[config.mk]
export PLATFORM = sky130hd
export DESIGN_NAME = pic_ctrl_seq
export DESIGN_NICKNAME = d
export VERILOG_FILES = /design/src/rtl/pic_pkg.sv /design/src/rtl/pic_ack_fsm.sv /design/src/rtl/pic_ctrl_seq.sv
export SDC_FILE = /design/constraint.sdc
export NUM_CORES = 1
export LEC_CHECK = 0
export ABC_AREA = 1
export CAP_MARGIN = 0
export CORE_UTILIZATION = 51
export DETAILED_ROUTE_END_ITERATION = 10
export GPL_TIMING_DRIVEN = 0
export PLACE_DENSITY = 0.77
export SYNTH_ARGS = -nofsm -noshare
export SYNTH_HDL_FRONTEND = slang
export SYNTH_SLANG_ARGS = --single-unit
[constraint.sdc]
create_clock -name clk -period 3.23 [get_ports clk]
set_input_delay 0.646 -clock clk [delete_from_list [all_inputs] [get_ports clk]]
set_output_delay 0.646 -clock clk [all_outputs]
set_load 0.02 [all_outputs]
[src/rtl/pic_pkg.sv]
// Shared types, control-word indices and helper functions for the PIC control sequencer.
package pic_pkg;

  localparam int MAX_IRQ = 16;

  typedef enum logic [2:0] {
    I_ICW1,
    I_ICW2,
    I_ICW3,
    I_ICW4,
    I_READY
  } init_state_e;

  typedef enum logic [1:0] {
    A_IDLE,
    A_ACK1,
    A_ACK2
  } ack_state_e;

  localparam logic [2:0] CW_ICW1 = 3'd0;
  localparam logic [2:0] CW_ICW2 = 3'd1;
  localparam logic [2:0] CW_ICW3 = 3'd2;
  localparam logic [2:0] CW_ICW4 = 3'd3;
  localparam logic [2:0] CW_OCW1 = 3'd4;
  localparam logic [2:0] CW_OCW2 = 3'd5;
  localparam logic [2:0] CW_OCW3 = 3'd6;

  localparam logic [2:0] OCW2_NS_EOI     = 3'b001;
  localparam logic [2:0] OCW2_SP_EOI     = 3'b011;
  localparam logic [2:0] OCW2_ROT_NS_EOI = 3'b101;
  localparam logic [2:0] OCW2_ROT_SP_EOI = 3'b111;
  localparam logic [2:0] OCW2_SET_PRIO   = 3'b110;
  localparam logic [2:0] OCW2_AROT_SET   = 3'b100;
  localparam logic [2:0] OCW2_AROT_CLR   = 3'b000;

  localparam logic [1:0] RD_IRR = 2'd0;
  localparam logic [1:0] RD_ISR = 2'd1;
  localparam logic [1:0] RD_IMR = 2'd2;

  function automatic logic [MAX_IRQ-1:0] onehot(input logic [3:0] id);
    logic [MAX_IRQ-1:0] r;
    r     = '0;
    r[id] = 1'b1;
    return r;
  endfunction

  // Returns {found, id}; priority starts just above 'lowest' and wraps modulo n.
  function automatic logic [4:0] rotated_highest(input logic [MAX_IRQ-1:0] v,
                                                 input logic [3:0] lowest,
                                                 input int n);
    logic [4:0] r;
    int idx;
    r = '0;
    for (int k = n - 1; k >= 0; k--) begin
      idx = (int'(lowest) + 1 + k) % n;
      if (v[idx]) r = {1'b1, 4'(idx)};
    end
    return r;
  endfunction

endpackage

[src/rtl/pic_ack_fsm.sv]
// Two-pulse INTA acknowledge sequencer: edge detect, ID latch, vector drive and freeze.
module pic_ack_fsm
  import pic_pkg::*;
#(
  parameter int NUM_IRQ = 8,
  parameter int ID_W    = $clog2(NUM_IRQ)
) (
  input  logic                clk,
  input  logic                reset_n,
  input  logic                abort_i,
  input  logic                enable_i,
  input  logic                inta_n_i,
  input  logic                req_valid_i,
  input  logic [ID_W-1:0]     req_id_i,
  input  logic [7-ID_W:0]     base_i,
  output logic                int_o,
  output logic [7:0]          vector_o,
  output logic                vector_oe_o,
  output logic                freeze_o,
  output logic [NUM_IRQ-1:0]  isr_set_o,
  output logic                ack_done_o,
  output logic [ID_W-1:0]     ack_id_o
);

  ack_state_e state_q, state_d;
  logic               inta_q;
  logic [ID_W-1:0]    id_q, id_d;
  logic [7:0]         vec_q, vec_d;
  logic               int_q, int_d;
  logic               oe_q, oe_d;
  logic               frz_q, frz_d;
  logic [NUM_IRQ-1:0] set_q, set_d;
  logic               fall, rise;

  function automatic logic [NUM_IRQ-1:0] onehot_n(input logic [ID_W-1:0] id);
    logic [MAX_IRQ-1:0] full;
    full = onehot(4'(id));
    return full[NUM_IRQ-1:0];
  endfunction

  assign fall = inta_q & ~inta_n_i;
  assign rise = ~inta_q & inta_n_i;

  always_comb begin
    state_d    = state_q;
    id_d       = id_q;
    vec_d      = vec_q;
    set_d      = '0;
    ack_done_o = 1'b0;
    if (abort_i) begin
      state_d = A_IDLE;
    end else begin
      case (state_q)
        A_IDLE: if (fall && enable_i) begin
          state_d = A_ACK1;
          id_d    = req_valid_i ? req_id_i : ID_W'(NUM_IRQ - 1);
          if (req_valid_i) set_d = onehot_n(req_id_i);
        end
        A_ACK1: if (fall) begin
          state_d = A_ACK2;
          vec_d   = {base_i, id_q};
        end
        A_ACK2: if (rise) begin
          state_d    = A_IDLE;
          ack_done_o = 1'b1;
        end
        default: state_d = A_IDLE;
      endcase
    end
    frz_d = (state_d != A_IDLE);
    oe_d  = (state_d == A_ACK2) && !inta_n_i;
    case (state_d)
      A_IDLE:  int_d = req_valid_i && enable_i && !abort_i;
      A_ACK1:  int_d = 1'b1;
      default: int_d = 1'b0;
    endcase
  end

  always_ff @(posedge clk or negedge reset_n) begin
    if (!reset_n) begin
      state_q <= A_IDLE;
      inta_q  <= 1'b1;
      id_q    <= '0;
      vec_q   <= '0;
      int_q   <= 1'b0;
      oe_q    <= 1'b0;
      frz_q   <= 1'b0;
      set_q   <= '0;
    end else begin
      state_q <= state_d;
      inta_q  <= inta_n_i;
      id_q    <= id_d;
      vec_q   <= vec_d;
      int_q   <= int_d;
      oe_q    <= oe_d;
      frz_q   <= frz_d;
      set_q   <= set_d;
    end
  end

  assign int_o       = int_q;
  assign vector_o    = vec_q;
  assign vector_oe_o = oe_q;
  assign freeze_o    = frz_q;
  assign isr_set_o   = set_q;
  assign ack_id_o    = id_q;

endmodule

[src/rtl/pic_ctrl_seq.sv]
// PIC control sequencer: ICW init, OCW decode, EOI/rotation and read-back.
// Define SPECIAL_MASK_EN to enable OCW3 special-mask mode.
module pic_ctrl_seq
  import pic_pkg::*;
#(
  parameter int NUM_IRQ = 8,
  parameter int ID_W    = $clog2(NUM_IRQ)
) (
  input  logic               clk,
  input  logic               reset_n,
  input  logic               cw_wr,
  input  logic [2:0]         cw_sel,
  input  logic [NUM_IRQ-1:0] cw_data,
  input  logic [1:0]         rd_sel,
  input  logic [NUM_IRQ-1:0] irr,
  input  logic [NUM_IRQ-1:0] isr,
  input  logic               req_valid,
  input  logic [ID_W-1:0]    req_id,
  input  logic               inta_n,
  output logic               int_o,
  output logic [NUM_IRQ-1:0] rd_data,
  output logic [7:0]         vector,
  output logic               vector_oe,
  output logic [NUM_IRQ-1:0] imr,
  output logic [NUM_IRQ-1:0] special_mask,
  output logic [NUM_IRQ-1:0] isr_set,
  output logic [NUM_IRQ-1:0] eoi_clr,
  output logic [ID_W-1:0]    prio_rotate,
  output logic               freeze,
  output logic               init_done
);

  localparam int BASE_W = 8 - ID_W;

  init_state_e init_q, init_d;
  logic               sngl_q, sngl_d, ic4_q, ic4_d;
  logic               aeoi_q, aeoi_d, arot_q, arot_d;
  logic [BASE_W-1:0]  base_q, base_d;
  logic [NUM_IRQ-1:0] imr_q, imr_d, eoi_q, eoi_d, rd_q, rd_d;
  logic [ID_W-1:0]    prio_q, prio_d;
  logic [NUM_IRQ-1:0] isr_ns;
  logic               icw1_wr, ack_done;
  logic [ID_W-1:0]    ack_id, lvl, hi_id;
  logic [2:0]         cmd;
  logic               hi_found;

`ifdef SPECIAL_MASK_EN
  logic               smm_q, smm_d;
  logic [NUM_IRQ-1:0] sm_q, sm_d;
  assign isr_ns       = isr & ~sm_q;
  assign special_mask = sm_q;
`else
  assign isr_ns       = isr;
  assign special_mask = '0;
`endif

  function automatic logic [NUM_IRQ-1:0] onehot_n(input logic [ID_W-1:0] id);
    logic [MAX_IRQ-1:0] full;
    full = onehot(4'(id));
    return full[NUM_IRQ-1:0];
  endfunction

  function automatic logic [ID_W:0] highest_n(input logic [NUM_IRQ-1:0] v,
                                              input logic [ID_W-1:0] low);
    logic [4:0] r;
    r = rotated_highest(16'(v), 4'(low), NUM_IRQ);
    return {r[4], r[ID_W-1:0]};
  endfunction

  assign icw1_wr = cw_wr && (cw_sel == CW_ICW1);
  assign cmd     = cw_data[7:5];
  assign lvl     = cw_data[ID_W-1:0];
  assign {hi_found, hi_id} = highest_n(isr_ns, prio_q);

  pic_ack_fsm #(.NUM_IRQ(NUM_IRQ), .ID_W(ID_W)) u_ack (
    .clk         (clk),
    .reset_n     (reset_n),
    .abort_i     (icw1_wr),
    .enable_i    (init_done),
    .inta_n_i    (inta_n),
    .req_valid_i (req_valid),
    .req_id_i    (req_id),
    .base_i      (base_q),
    .int_o       (int_o),
    .vector_o    (vector),
    .vector_oe_o (vector_oe),
    .freeze_o    (freeze),
    .isr_set_o   (isr_set),
    .ack_done_o  (ack_done),
    .ack_id_o    (ack_id)
  );

  // Init sequencing and OCW decode; an ICW1 write overrides everything else.
  always_comb begin
    init_d = init_q;
    sngl_d = sngl_q;
    ic4_d  = ic4_q;
    aeoi_d = aeoi_q;
    arot_d = arot_q;
    base_d = base_q;
    imr_d  = imr_q;
    prio_d = prio_q;
    eoi_d  = '0;
`ifdef SPECIAL_MASK_EN
    smm_d  = smm_q;
    sm_d   = sm_q;
`endif
    if (ack_done && aeoi_q) begin
      eoi_d = onehot_n(ack_id);
      if (arot_q) prio_d = ack_id;
    end
    if (icw1_wr) begin
      init_d = I_ICW2;
      sngl_d = cw_data[1];
      ic4_d  = cw_data[0];
      aeoi_d = 1'b0;
      arot_d = 1'b0;
      imr_d  = '1;
      prio_d = ID_W'(NUM_IRQ - 1);
    end else if (cw_wr) begin
      case (init_q)
        I_ICW2: if (cw_sel == CW_ICW2) begin
          base_d = cw_data[7:ID_W];
          if (!sngl_q)     init_d = I_ICW3;
          else if (ic4_q)  init_d = I_ICW4;
          else             init_d = I_READY;
        end
        I_ICW3: if (cw_sel == CW_ICW3) init_d = ic4_q ? I_ICW4 : I_READY;
        I_ICW4: if (cw_sel == CW_ICW4) begin
          aeoi_d = cw_data[1];
          init_d = I_READY;
        end
        I_READY: begin
          case (cw_sel)
            CW_OCW1: begin
`ifdef SPECIAL_MASK_EN
              if (smm_q) sm_d = cw_data;
              else       imr_d = cw_data;
`else
              imr_d = cw_data;
`endif
            end
            CW_OCW2: begin
              case (cmd)
                OCW2_NS_EOI: if (hi_found) eoi_d = onehot_n(hi_id);
                OCW2_SP_EOI: if (|isr) eoi_d = onehot_n(lvl);
                OCW2_ROT_NS_EOI: if (hi_found) begin
                  eoi_d  = onehot_n(hi_id);
                  prio_d = hi_id;
                end
                OCW2_ROT_SP_EOI: begin
                  if (|isr) eoi_d = onehot_n(lvl);
                  prio_d = lvl;
                end
                OCW2_SET_PRIO: prio_d = lvl;
                OCW2_AROT_SET: arot_d = 1'b1;
                OCW2_AROT_CLR: arot_d = 1'b0;
                default: ;
              endcase
            end
`ifdef SPECIAL_MASK_EN
            CW_OCW3: begin
              if (cw_data[6:5] == 2'b11) smm_d = 1'b1;
              else if (cw_data[6:5] == 2'b10) begin
                smm_d = 1'b0;
                sm_d  = '0;
              end
            end
`endif
            default: ;
          endcase
        end
        default: ;
      endcase
    end
  end

  always_comb begin
    case (rd_sel)
      RD_IRR:  rd_d = irr;
      RD_ISR:  rd_d = isr;
      RD_IMR:  rd_d = imr_q;
      default: rd_d = '0;
    endcase
  end

  always_ff @(posedge clk or negedge reset_n) begin
    if (!reset_n) begin
      init_q <= I_ICW1;
      sngl_q <= 1'b0;
      ic4_q  <= 1'b0;
      aeoi_q <= 1'b0;
      arot_q <= 1'b0;
      base_q <= '0;
      imr_q  <= '1;
      eoi_q  <= '0;
      prio_q <= ID_W'(NUM_IRQ - 1);
      rd_q   <= '0;
    end else begin
      init_q <= init_d;
      sngl_q <= sngl_d;
      ic4_q  <= ic4_d;
      aeoi_q <= aeoi_d;
      arot_q <= arot_d;
      base_q <= base_d;
      imr_q  <= imr_d;
      eoi_q  <= eoi_d;
      prio_q <= prio_d;
      rd_q   <= rd_d;
    end
  end

`ifdef SPECIAL_MASK_EN
  always_ff @(posedge clk or negedge reset_n) begin
    if (!reset_n) begin
      smm_q <= 1'b0;
      sm_q  <= '0;
    end else begin
      smm_q <= smm_d;
      sm_q  <= sm_d;
    end
  end
`endif

  assign init_done   = (init_q == I_READY);
  assign imr         = imr_q;
  assign eoi_clr     = eoi_q;
  assign prio_rotate = prio_q;
  assign rd_data     = rd_q;

endmodule

== Word level (Yosys, flattened, before mapping) ==
Index checks and enable logic that the tools add are counted.

* Reduce and logical (&&, ||, !) cells: 45
* Muxes and demuxes: 92
* Bitwise operators: 13
* Equality and inequality tests: 24
* Magnitude comparators: 16
* Add/subtract/negate cells: 8

{| class="wikitable"
|+ Operators with widths
! operator !! count
|-
| $add 32x4->32 const B || 4
|-
| $mux 8 || 15
|-
| $add 32x3->32 const B || 2
|-
| $lt 4x6->1 const B || 8
|-
| $mux 3 || 15
|-
| $mux 5 || 8
|-
| $add 32x2->32 const B || 1
|-
| $bmux 1 s4 || 8
|-
| $mux 1 || 31
|-
| $pmux 8 s3 || 1
|-
| $reduce_or 3->1 || 8
|-
| $eq 3x3->1 const B || 7
|-
| $lt 3x5->1 const B || 4
|-
| $pmux 8 s2 || 1
|-
| $eq 3x2->1 const B || 5
|-
| $reduce_bool 2->1 || 7
|-
| $demux 1 s3 || 4
|-
| $ge 3x1->1 const B || 4
|-
| $reduce_and 3->1 || 4
|-
| $logic_and 1x1->1 || 10
|-
| $and 1x1->1 || 9
|-
| $eq 3x1->1 const B || 3
|-
| $ne 3x2->1 const B || 3
|-
| $pmux 3 s3 || 1
|-
| other kinds (18) || 35
|}

* Word-level logic and storage cells: 216
* Flip-flop bits (word level): 64

== Longest topological paths before layout ==
Gate-level depths: netlist of the first run.

* Depth in word-level cells: 25
* Gate-level depth with buffers: 25
* Depth with buffers taken out: 23

== Cells and area by module ==
From an unflattened synthesis of the first run, not the netlist that was laid out.

* Cell total of the unflattened synthesis: 587
* Area total of the unflattened synthesis: 4,103.9 µm²

{| class="wikitable"
|+ Modules (own cells, without submodules)
! module !! seq. area each (µm²) !! area an instance (µm²) !! times used !! cells an instance
|-
| pic_ctrl_seq || 989.7 || 3,083.0 || 1 || 480
|-
| pic_ack_fsm || 626.9 || 1,021.0 || 1 || 107
|}

== Worst setup path after synthesis of the first run ==
Ideal clock, no wire load.

* Path kind: register to register
* Start: reg prio_q[0], in the netlist prio_rotate[0]
* End: reg eoi_q[4], in the netlist eoi_clr[4]
* Stages on the path, launching flop included: 24
* Arrival: 2.646 ns
* Path buffers: 2
* Slack: 0.510 ns
* Path through: dfstp_2 -> inv_2 -> buf_6 -> ha_1 -> inv_1 -> buf_6 -> nand2_2 -> nand2_2 -> nand2_1 -> nand3_2 -> nand2_2 -> nor2_2 -> nand2_1 -> nand2_1 -> nand2_1 -> nand3_2 -> nand2_4 -> nor2_4 -> nand3_1 -> nand2_1 -> nand2_1 -> nand2_1 -> nand2_1 -> a21oi_2

* Word-level cells in the longest chain between the ends: 25

{| class="wikitable"
|+ Ends and longest elaborated chain
! item !! RTL line !! RTL
|-
| from (decl) || pic_ctrl_seq.sv:40 || <nowiki>logic [ID_W-1:0] prio_q, prio_d;</nowiki>
|-
| from (signal assigned) || pic_ctrl_seq.sv:197 || <nowiki>prio_q <= ID_W'(NUM_IRQ - 1);</nowiki>
|-
| from (signal assigned) || pic_ctrl_seq.sv:208 || <nowiki>prio_q <= prio_d;</nowiki>
|-
| $add 3x1->4 * || pic_pkg.sv:55 || <nowiki>idx = (int'(lowest) + 1 + k) % n;</nowiki>
|-
| $add 32x4->32 || pic_pkg.sv:55 ||
|-
| $reduce_or 3->1 (no line) || -- ||
|-
| $and 1x1->1 (no line) || -- ||
|-
| $bmux 1 s4 || pic_pkg.sv:56 || <nowiki>if (v[idx]) r = {1'b1, 4'(idx)};</nowiki>
|-
| $mux 1 (not written as such) (2 in a row) || pic_pkg.sv:56 ||
|-
| $mux 5 (7 in a row) || pic_pkg.sv:56 ||
|-
| $mux 5 * || pic_pkg.sv:56 ||
|-
| [... 3 more ...] || -- ||
|-
| $demux 1 s3 || pic_pkg.sv:43 || <nowiki>r[id] = 1'b1;</nowiki>
|-
| $mux 8 * || pic_ctrl_seq.sv:145, pic_ctrl_seq.sv:147 ||
|-
| $pmux 8 s2 * || pic_ctrl_seq.sv:144 || <nowiki>case (cmd)</nowiki>
|-
| $mux 8 * || pic_ctrl_seq.sv:134 || <nowiki>case (cw_sel)</nowiki>
|-
| $mux 8 * || pic_ctrl_seq.sv:121 || <nowiki>case (init_q)</nowiki>
|-
| $mux 8 * || pic_ctrl_seq.sv:120 || <nowiki>end else if (cw_wr) begin</nowiki>
|-
| $mux 8 * || pic_ctrl_seq.sv:112 || <nowiki>if (icw1_wr) begin</nowiki>
|-
| via eoi_d[4] || pic_ctrl_seq.sv:39 || <nowiki>logic [NUM_IRQ-1:0] imr_q, imr_d, eoi_q, eoi_d, rd_q, rd_d;</nowiki>
|-
| to (signal assigned) || pic_ctrl_seq.sv:207 || <nowiki>eoi_q <= eoi_d;</nowiki>
|-
| to (decl) || pic_ctrl_seq.sv:39 ||
|}

Mark *: on every way through the listed nets, which the timed path passes. The rest lies on a longest branch. The select of a mux whose other input is x is not followed.
A chain may end at the register's enable or synchronous reset.

== Worst setup path after layout of the first run ==
* Start: reg prio_q[0], in the netlist prio_rotate[0]
* End: reg eoi_q[0], in the netlist eoi_clr[0]

The elaborated chain is that of the path after synthesis.

==> results.txt, run 1 <==
The run finished with clean final reports. The share of the yosys chip area belonging to registers came out at just under 40%. The standby leakage power is 2.678 nW. The final-layout setup total negative slack is 0 ps.

The half-perimeter wire length after detailed placement came out at 8829 um. The completed layout was analyzed and its total power is 3.917 mW. The floorplan has 32 rows. The time the worst path needs with I/O delays and setup came out at 2982 ps.

The number of buffers between clock root and the deepest sink came out at 2. STA classifies the critical path startpoint as a register. The die boundary height is 92.74 um. Among the stages of the critical path, the cell type that occurs most often is sky130_fd_sc_hd__nand2_1. In this run the power density over the cells is ~720 nW/um^2.

The via count of the first global-routing pass was 4039. The average detailed-routed wire length per instance is between 10 and 15 um. Headroom to the max-slew limit came out at roughly three fifths. sky130_fd_sc_hd__dfrtp_1 takes more of the synthesized area than any other cell.

In this run the worst path has a maximum fanout of 10. Once placement finished, the instance area stood at 5189 um^2. For this run, the number of Yosys warnings is 0. The leftover overflow at the end of global routing is 0. The DRC violation total after the first TritonRoute iteration is 237. The global-route wire length before repair came out at 19130 um. The clock insertion delay at the later pin of the skew report is 350 ps. The commonest cells after synthesis are sky130_fd_sc_hd__nand2_1, sky130_fd_sc_hd__inv_1, sky130_fd_sc_hd__o21ai_0. Setup repair after global routing left no endpoint under its margin.

Yosys mapped the design onto 37 distinct sky130hd cell types. The cell count after synthesis came out at 612. The cell area that synthesis handed to floorplanning was 4199 um^2. The count of nets left with antenna violations after detail routing came out at 0. The number of hold buffers added after cts came out at 0.

In the synthesized netlist the dominant register cell turns out to be sky130_fd_sc_hd__dfrtp_1. The post-layout utilization of the core is 68.93%. The met2 track demand over resource came out at a little under half. The last weighted congestion value of the routability-driven placer came out at 0.9852. For this configuration, the core starts out at a cell density of 53.51%. The largest net degree at the start of global routing is 40. The CTS tree is done. The worst setup path is of the register to register kind.

The delay of the slowest critical-path stage is 580 ps. The final design area excluding fillers is 5409 um^2. The CTS clock-pin slew for the worst setup and hold paths is ~80 ps. The endpoint required time on the critical path is 3510 ps. The synthesized design contains 0 enable-type register cells. The number of antenna violations at the first check in global routing is 0.

The clock tree root buffer cell is sky130_fd_sc_hd__clkbuf_8. By area the synthesized netlist is led by sky130_fd_sc_hd__dfrtp_1, sky130_fd_sc_hd__nand2_1, sky130_fd_sc_hd__dfstp_2. The number of antenna diodes in the final layout is 0. The number of buffers inserted during clock tree synthesis is 9. The via total after detailed routing came out at 4312. The largest voltage drop on the vdd net is 0.3575 mV. In the routed design, unresolved DRC markers number 0. The number of port buffers is roughly 80. The net count of the finished layout is 753. The area overhead of the layout relative to synthesis came out at 28.81%. The global-route total usage across every layer came out at 28.49%. In the routed layout, each cell is associated on average with a via count of 5.252. Setup violations remaining at the end of the flow were counted as 0. The die area is between 8000 and 9000 um^2. The area share of the largest cell type after synthesis came out at 30.99%.

The highest clock frequency the design can meet came out at 335.3 MHz. The most common cell in the netlist is sky130_fd_sc_hd__nand2_1. The share of flip-flops with an asynchronous set or reset is 100.0%. The worst setup path is captured at a register. The total count of hold-check failures in the final report is 0. The ratio of cells with drive above 1 in the final layout is between 10% and 20%. The met3 layer usage reported by global route is 5.747%. The total area of multi-input combinational cells came out at roughly 2100 um^2.

The path class of the tightest hold or removal check is input pin to asynchronous set/reset pin. After global routing, the most crowded layer is met2. Dividing the synthesized area by the synthesized cell count gives just under 7 um^2. At the pin with the least slew margin, the transition time is 577.5 ps. The die outline width came out at 92.74 um.

The number of top-level design ports is between 90 and 100. In this run the number of H-tree levels came out at 3. Registers take 1617 um^2. The synthesized design contains 64 register bits.

The number of max-slew violations in the final report came out at 0. The met1 demand-to-capacity share in global routing came out at 36.98%. The core region is 7848 um^2. The post-route clock skew came out at ~12 ps. The total of fill cells in the finished design came out at 694.

The total wire length came out at roughly 12000 um. The number of max-cap violations is 0. The total iterations of the first detailed-routing run is 4. The data arrival at the endpoint of the critical path is 3260 ps. The slowest library cell on the worst path is sky130_fd_sc_hd__dfstp_2. The final period utilization is 92.32%. The count of clock tree sinks is 64.
==> final timing paths <==
path                                 from                end  slack [ps]  cells past startpoint
max in group asynchronous         reset_n       u_ack.inta_q        2260                      2
setup / recovery           prio_rotate[0]         eoi_clr[0]         250                     25
min in group clk                base_q[4]  u_ack.vector_o[7]         480                      2
setup reg to reg           prio_rotate[0]         eoi_clr[0]         250                     25
hold reg to reg                 base_q[4]  u_ack.vector_o[7]         480                      2
hold / removal                    reset_n  u_ack.vector_o[4]         290                      1
==> metal layers <==
metal | part of all wire, % | wire length (um)
met1 | 45 | 5156
met2 | 46 | 5367
met3 | 6.8 | 787
met4 | 2.2 | 260
met5 | 0 | 0
==> timing repair <==
action                     in CTS  in global routing
hold endpoints to repair        0                  0
setup endpoints to repair       0                  8
resized for setup               0                  3
buffers inserted                0                  1
==> layout by cell type, fill, tap and decap left out, types with 2 or more instances in the layout <==
| master | count |
|---|---|
| sky130_fd_sc_hd__inv_2 | 5 |
| sky130_fd_sc_hd__buf_4 | 9 |
| sky130_fd_sc_hd__conb_1 | 8 |
| sky130_fd_sc_hd__buf_12 | 2 |
| sky130_fd_sc_hd__nand2_1 | 187 |
| sky130_fd_sc_hd__buf_6 | 4 |
| sky130_fd_sc_hd__o21ai_0 | 54 |
| sky130_fd_sc_hd__a22oi_1 | 5 |
| sky130_fd_sc_hd__a21oi_2 | 4 |
| sky130_fd_sc_hd__nand3_2 | 4 |
| sky130_fd_sc_hd__nand3_1 | 46 |
| sky130_fd_sc_hd__nor2_1 | 38 |
| sky130_fd_sc_hd__nand2_2 | 19 |
| sky130_fd_sc_hd__inv_1 | 83 |
| sky130_fd_sc_hd__dfstp_2 | 12 |
| sky130_fd_sc_hd__dfrtp_1 | 52 |
| sky130_fd_sc_hd__clkbuf_1 | 11 |
| sky130_fd_sc_hd__nand4_1 | 5 |
| sky130_fd_sc_hd__nor2_2 | 4 |
| sky130_fd_sc_hd__nor3_1 | 14 |
| sky130_fd_sc_hd__a21oi_1 | 25 |
| sky130_fd_sc_hd__clkdlybuf4s50_1 | 81 |
| sky130_fd_sc_hd__nor4_1 | 3 |
| sky130_fd_sc_hd__o22ai_1 | 2 |
| sky130_fd_sc_hd__o21ai_1 | 4 |
| sky130_fd_sc_hd__nand2_4 | 3 |
| sky130_fd_sc_hd__o221ai_1 | 9 |
| sky130_fd_sc_hd__clkbuf_8 | 10 |
==> kinds of logic (layout without fill, tap and decap cells) <==
kind of cell	after synthesis	in the layout	synth area share (%)
AOI/OAI and AO/OA	109	109	15.02
other	1	8	0.08931
buffers and inverters	109	209	11.47
adders and majority gates	2	2	0.5959
and+or+nand+nor	327	327	34.33
DFF	64	64	38.50
==> flip-flops by register name, indices dropped and copies added (netlist names), 2 cells and up <==
| register | cells |
|---|---|
| rd_data | 8 |
| u_ack.isr_set_o | 8 |
| prio_rotate | 3 |
| u_ack.state_q | 2 |
| init_q | 3 |
| u_ack.vector_o | 8 |
| u_ack.ack_id_o | 3 |
| base_q | 5 |
| eoi_clr | 8 |
| imr | 8 |
==> critical path, delay by kind of cell (launching register included) <==
kind                       cells  cell delay (ps)
adders and majority gates      1              250
and+or+nand+nor               19             1490
AOI/OAI and AO/OA              1              120
DFF                            1              580
buffers and inverters          4              490
==> report_power, final <==
part / total [mW] / switching (mW) / internal, mW
clock network: 0.691 / 0.313 / 0.378
registers: 1.16 / 0.126 / 1.04
logic: 2.06 / 1.27 / 0.792
==> stage by stage <==
| stage | cells | hold WS, ps | worst slack (ps) |
|---|---|---|---|
| after floorplan | 619 | 350.4 | 510.2 |
| after CTS | 820 | 298.1 | 162.3 |
| after detailed placement | 804 | 471.1 | 139.8 |
| after global placement | 803 | 466.8 | -442.6 |
| after global routing | 821 | 311.8 | 5.422 |
| final | 821 | 289.4 | 247.9 |
==> layout make-up <==
type	instances	share of cell area (%)
multi-input combinational	446	39.65
sequential	64	29.89
timing repair buffer	84	15.59
inverter	88	6.107
buffer	21	2.868
clock buffer	13	2.753
tap	102	2.359
clock inverter	3	0.7865
Note: power is estimated with default switching activity, not from simulation.
==> inputs of run 2 (changes only) <==
CORE_UTILIZATION = 55   (was 51)
PLACE_DENSITY = 0.83   (was 0.77)
clock period = 3.6 ns   (was 3.23 ns; I/O delays follow)
==> run 2 against run 1 <==
  * Via count increased by 4.6%
  * Cell count decreased by 0.61%
  * Die area decreased by 7.1%
  * Sequential share of layout area increased by 0.22 points
  * Cell area decreased by 0.72%
  * Largest power group unchanged
==> results.txt, run 2 (same netlist as run 1, synthesis figures left out) <==
The via-per-instance ratio came out at 5.528 (was 5.252). The number of cells traversed by the worst register-to-register path is 23 (was 25). The via total after detailed routing came out at 4511 (was 4312). The CTS tree was done (unchanged). The number of max-cap violations is 0 (unchanged). The count of unresolved DRC violations after routing is 0 (unchanged).

The sequential fraction of design power was 29.9% (was 29.7%). The data arrival at the endpoint of the critical path is 3360 ps (was 3260 ps). The transition time of the tightest slew-check pin is 596.7 ps (was 577.5 ps). The total wire length was 12060 um (was 11570 um). The slowest library cell on the worst path was sky130_fd_sc_hd__dfstp_2 (unchanged). The DRC violation total after the first TritonRoute iteration came out at 360 (was 237). RSZ-0062 raised after global routing: false (unchanged). The number of H-tree levels is 3 (unchanged). The global-route wire length before repair came out at 19870 um (was 19130 um). The time the worst path needs with I/O delays and setup came out at 3093 ps (was 2982 ps).

The total stage count of the critical path came out at 23 (was 25). The effective utilization at floorplan came out at 57.28% (was 53.51%). The number of antenna violations at the first check in global routing was 0 (unchanged). The die boundary height came to 89.38 um (was 92.74 um).

The most common cell after layout, fill and taps aside is sky130_fd_sc_hd__nand2_1 (unchanged). The number of max-slew violations in the final report is 0 (unchanged). The total iterations of the first detailed-routing run was 5 (was 4).

The destination of the critical timing path is eoi_clr[0] (unchanged). The average detailed-routed wire length per instance came out at 14.78 um (was 14.09 um). The kind of critical path is register to register (unchanged). The startpoint of the most critical register-to-register path is prio_rotate[0] (unchanged). The standard cell core area came out at 7331 um^2 (was 7848 um^2). The count of nets left with antenna violations after detail routing came out at 0 (unchanged). The category of the worst setup path capture point was a register (unchanged). The area overhead of the layout relative to synthesis came out at 27.89% (was 28.81%). The kind of path behind the tightest hold check is input pin to asynchronous set/reset pin (unchanged). The standby leakage power is 2.671 nW (was 2.678 nW). The global-route total usage across every layer came to 32.70% (was 28.49%). The logic gate share of total power came out at 53.1% (was 52.6%). The delay of the slowest critical-path stage came to 590 ps (was 580 ps).

The number of setup buffers added after CTS came out at 0 (unchanged). Run status: finished, final reports clean (unchanged). The via count of the first global-routing pass came out at 4316 (was 4039).

The most frequent cell on the critical path is sky130_fd_sc_hd__nand2_1 (unchanged). The total of fill cells in the finished design is 604 (was 694). The number of buffers between clock root and the deepest sink came out at 2 (unchanged).

The largest net degree at the start of global routing came out at 39 (was 40). The clock insertion delay at the later pin of the skew report is 340 ps (was 350 ps). The setup-violating endpoint count in the final report is 0 (unchanged). The capturing point of the worst reg2reg path is eoi_clr[0] (unchanged). The clock tree root buffer cell is sky130_fd_sc_hd__clkbuf_8 (unchanged). The highest clock frequency the design can meet is 323.3 MHz (was 335.3 MHz).

The top cell family by delay on the critical path is simple AND/OR/NAND/NOR gates (unchanged). The worst reg-to-reg setup slack was 510 ps (was 250 ps). The internal power of the cells was 1.943 mW (was 2.208 mW). The CTS clock-pin slew for the worst setup and hold paths is 70 ps (was 80 ps). The post-layout net count was 752 (was 753). The post-route clock skew is 6.751 ps (was 11.80 ps). The die area came out at 7988 um^2 (was 8601 um^2). Most used cells in the layout excluding fill and tap cells: sky130_fd_sc_hd__nand2_1, sky130_fd_sc_hd__inv_1, sky130_fd_sc_hd__clkdlybuf4s50_1, sky130_fd_sc_hd__o21ai_0, sky130_fd_sc_hd__dfrtp_1 (unchanged). The leftover overflow at the end of global routing was 0 (unchanged). The antenna diode instance count is 0 (unchanged). The largest voltage drop on the vdd net came out at 0.4242 mV (was 0.3575 mV). The endpoint required time on the critical path is 3860 ps (was 3510 ps). The switching component of the power is 1.566 mW (was 1.709 mW). The power share of the clock group is 17.0% (was 17.6%). The number of top-level design ports is 92 (unchanged).

The signal on the critical path passes through inv_2 > buf_6 > ha_1 > inv_1 > buf_6 > nand2_2 > nand2_2 > nand2_1 > nand3_2 > nand2_2 > nor2_2 > nand2_1 > nand2_1 > nand2_1 > nand3_2 > nand2_4 > nor2_4 > nand3_1 > nand2_1 > nand2_1 > nand2_1 > nand2_1 > a21oi_2. The total count of hold-check failures in the final report came out at 0 (unchanged). The switching power as a share of total power came out at 44.63% (was 43.64%).

The final period utilization came to 85.91% (was 92.32%). The number of hold buffers added after cts is 0 (unchanged). The post-place instance area is 5185 um^2 (was 5189 um^2). The maximum fanout along the worst path is 10 (unchanged). The count of clock tree sinks came out at 64 (unchanged). The last weighted congestion value of the routability-driven placer is 0.9416 (was 0.9852).

The headroom to the max-slew limit was 60.22% (was 61.50%). The number of core rows is 31 (was 32). The critical path launch point type was a register (unchanged). The total buffers and inverters traversed by the critical path is 4 (unchanged). The count of cells resized by post-cts repair is 0 (unchanged). The half-perimeter wire length after detailed placement is 8985 um (was 8829 um).

The number of port buffers came to 82 (unchanged). The die outline width is 89.38 um (was 92.74 um). The final design area excluding fillers is 5370 um^2 (was 5409 um^2). The power consumption came out at 3.509 mW (was 3.917 mW). The startpoint of the most critical setup path is prio_rotate[0] (unchanged). The number of buffers inserted during clock tree synthesis came out at 9 (unchanged).

The power density normalized to cell area came out at 653.5 nW/um^2 (was 724.2 nW/um^2). The ratio of cells with drive above 1 in the final layout is 11.85% (was 11.82%).
==> run 2: area by class of cell <==
| type | count | area, um^2 | area share [%] |
|---|---|---|---|
| multi-input cells | 446 | 2127 | 39.61 |
| flip-flops and latches | 64 | 1617 | 30.10 |
| repair buffers | 83 | 835.8 | 15.56 |
| inverters | 88 | 330.3 | 6.151 |
| plain buffers | 21 | 151.4 | 2.819 |
| clock buffers | 9 | 123.9 | 2.307 |
| well taps | 99 | 123.9 | 2.307 |
| clock inverters | 6 | 61.31 | 1.142 |
==> run 2: power by group through the flow <==
| stage | Combinational [mW] | Clock (mW) | Sequential [mW] |
|---|---|---|---|
| 2_1_floorplan | 1.10 | 0 | 1.19 |
| 3_3_place_gp | 1.79 | 0 | 1.05 |
| 3_5_place_dp | 1.83 | 0 | 1.06 |
| 4_1_cts | 1.85 | 0.611 | 1.05 |
| 5_1_grt | 2.07 | 0.637 | 1.07 |
| 6_report | 1.86 | 0.597 | 1.05 |
==> run 2: worst register-to-register path: stages, from the launching register on <==
cell and delay, ps:
sky130_fd_sc_hd__dfstp_2 590, sky130_fd_sc_hd__inv_2 100, sky130_fd_sc_hd__buf_6 160, sky130_fd_sc_hd__ha_1 320, sky130_fd_sc_hd__inv_1 90, sky130_fd_sc_hd__buf_6 150, sky130_fd_sc_hd__nand2_2 60, sky130_fd_sc_hd__nand2_2 150
sky130_fd_sc_hd__nand2_1 120, sky130_fd_sc_hd__nand3_2 130, sky130_fd_sc_hd__nand2_2 80, sky130_fd_sc_hd__nor2_2 120, sky130_fd_sc_hd__nand2_1 60, sky130_fd_sc_hd__nand2_1 60, sky130_fd_sc_hd__nand2_1 80, sky130_fd_sc_hd__nand3_2 90
sky130_fd_sc_hd__nand2_4 80, sky130_fd_sc_hd__nor2_4 120, sky130_fd_sc_hd__nand3_1 90, sky130_fd_sc_hd__nand2_1 70, sky130_fd_sc_hd__nand2_1 40, sky130_fd_sc_hd__nand2_1 80, sky130_fd_sc_hd__nand2_1 60, sky130_fd_sc_hd__a21oi_2 130
==> run 2: metal layers <==
metal	global-route usage, %	vias up	routed length [um]
li1	-	2160	-
met3	4.894	31	854
met5	0	-	0
met4	12.84	0	327
met2	57.53	237	5815
met1	40.40	2083	5060
==> run 2: worst min path at each step <==
stage,slack [ps],endpoint,depth (start not counted)
finish,380,u_ack.vector_o[4],1
global route,420,u_ack.vector_o[4],1
CTS,390,u_ack.vector_o[4],1
detailed placement,470,u_ack.vector_o[7],2
global placement,470,u_ack.vector_o[4],2
floorplan,420,aeoi_q,0
==> run 2: stage by stage <==
stage               util [%]  setup TNS (ps)  setup WS (ps)  cells  hold WS, ps
detailed placement     70.73               0          378.5    801        471.1
global placement       70.52           -6281         -127.0    800        466.0
floorplan                  -               0          880.2    619        424.4
CTS                    73.25               0          520.7    816        385.3
finish                 73.25               0          507.4    816        377.0
global route           73.25               0          256.7    816        420.5
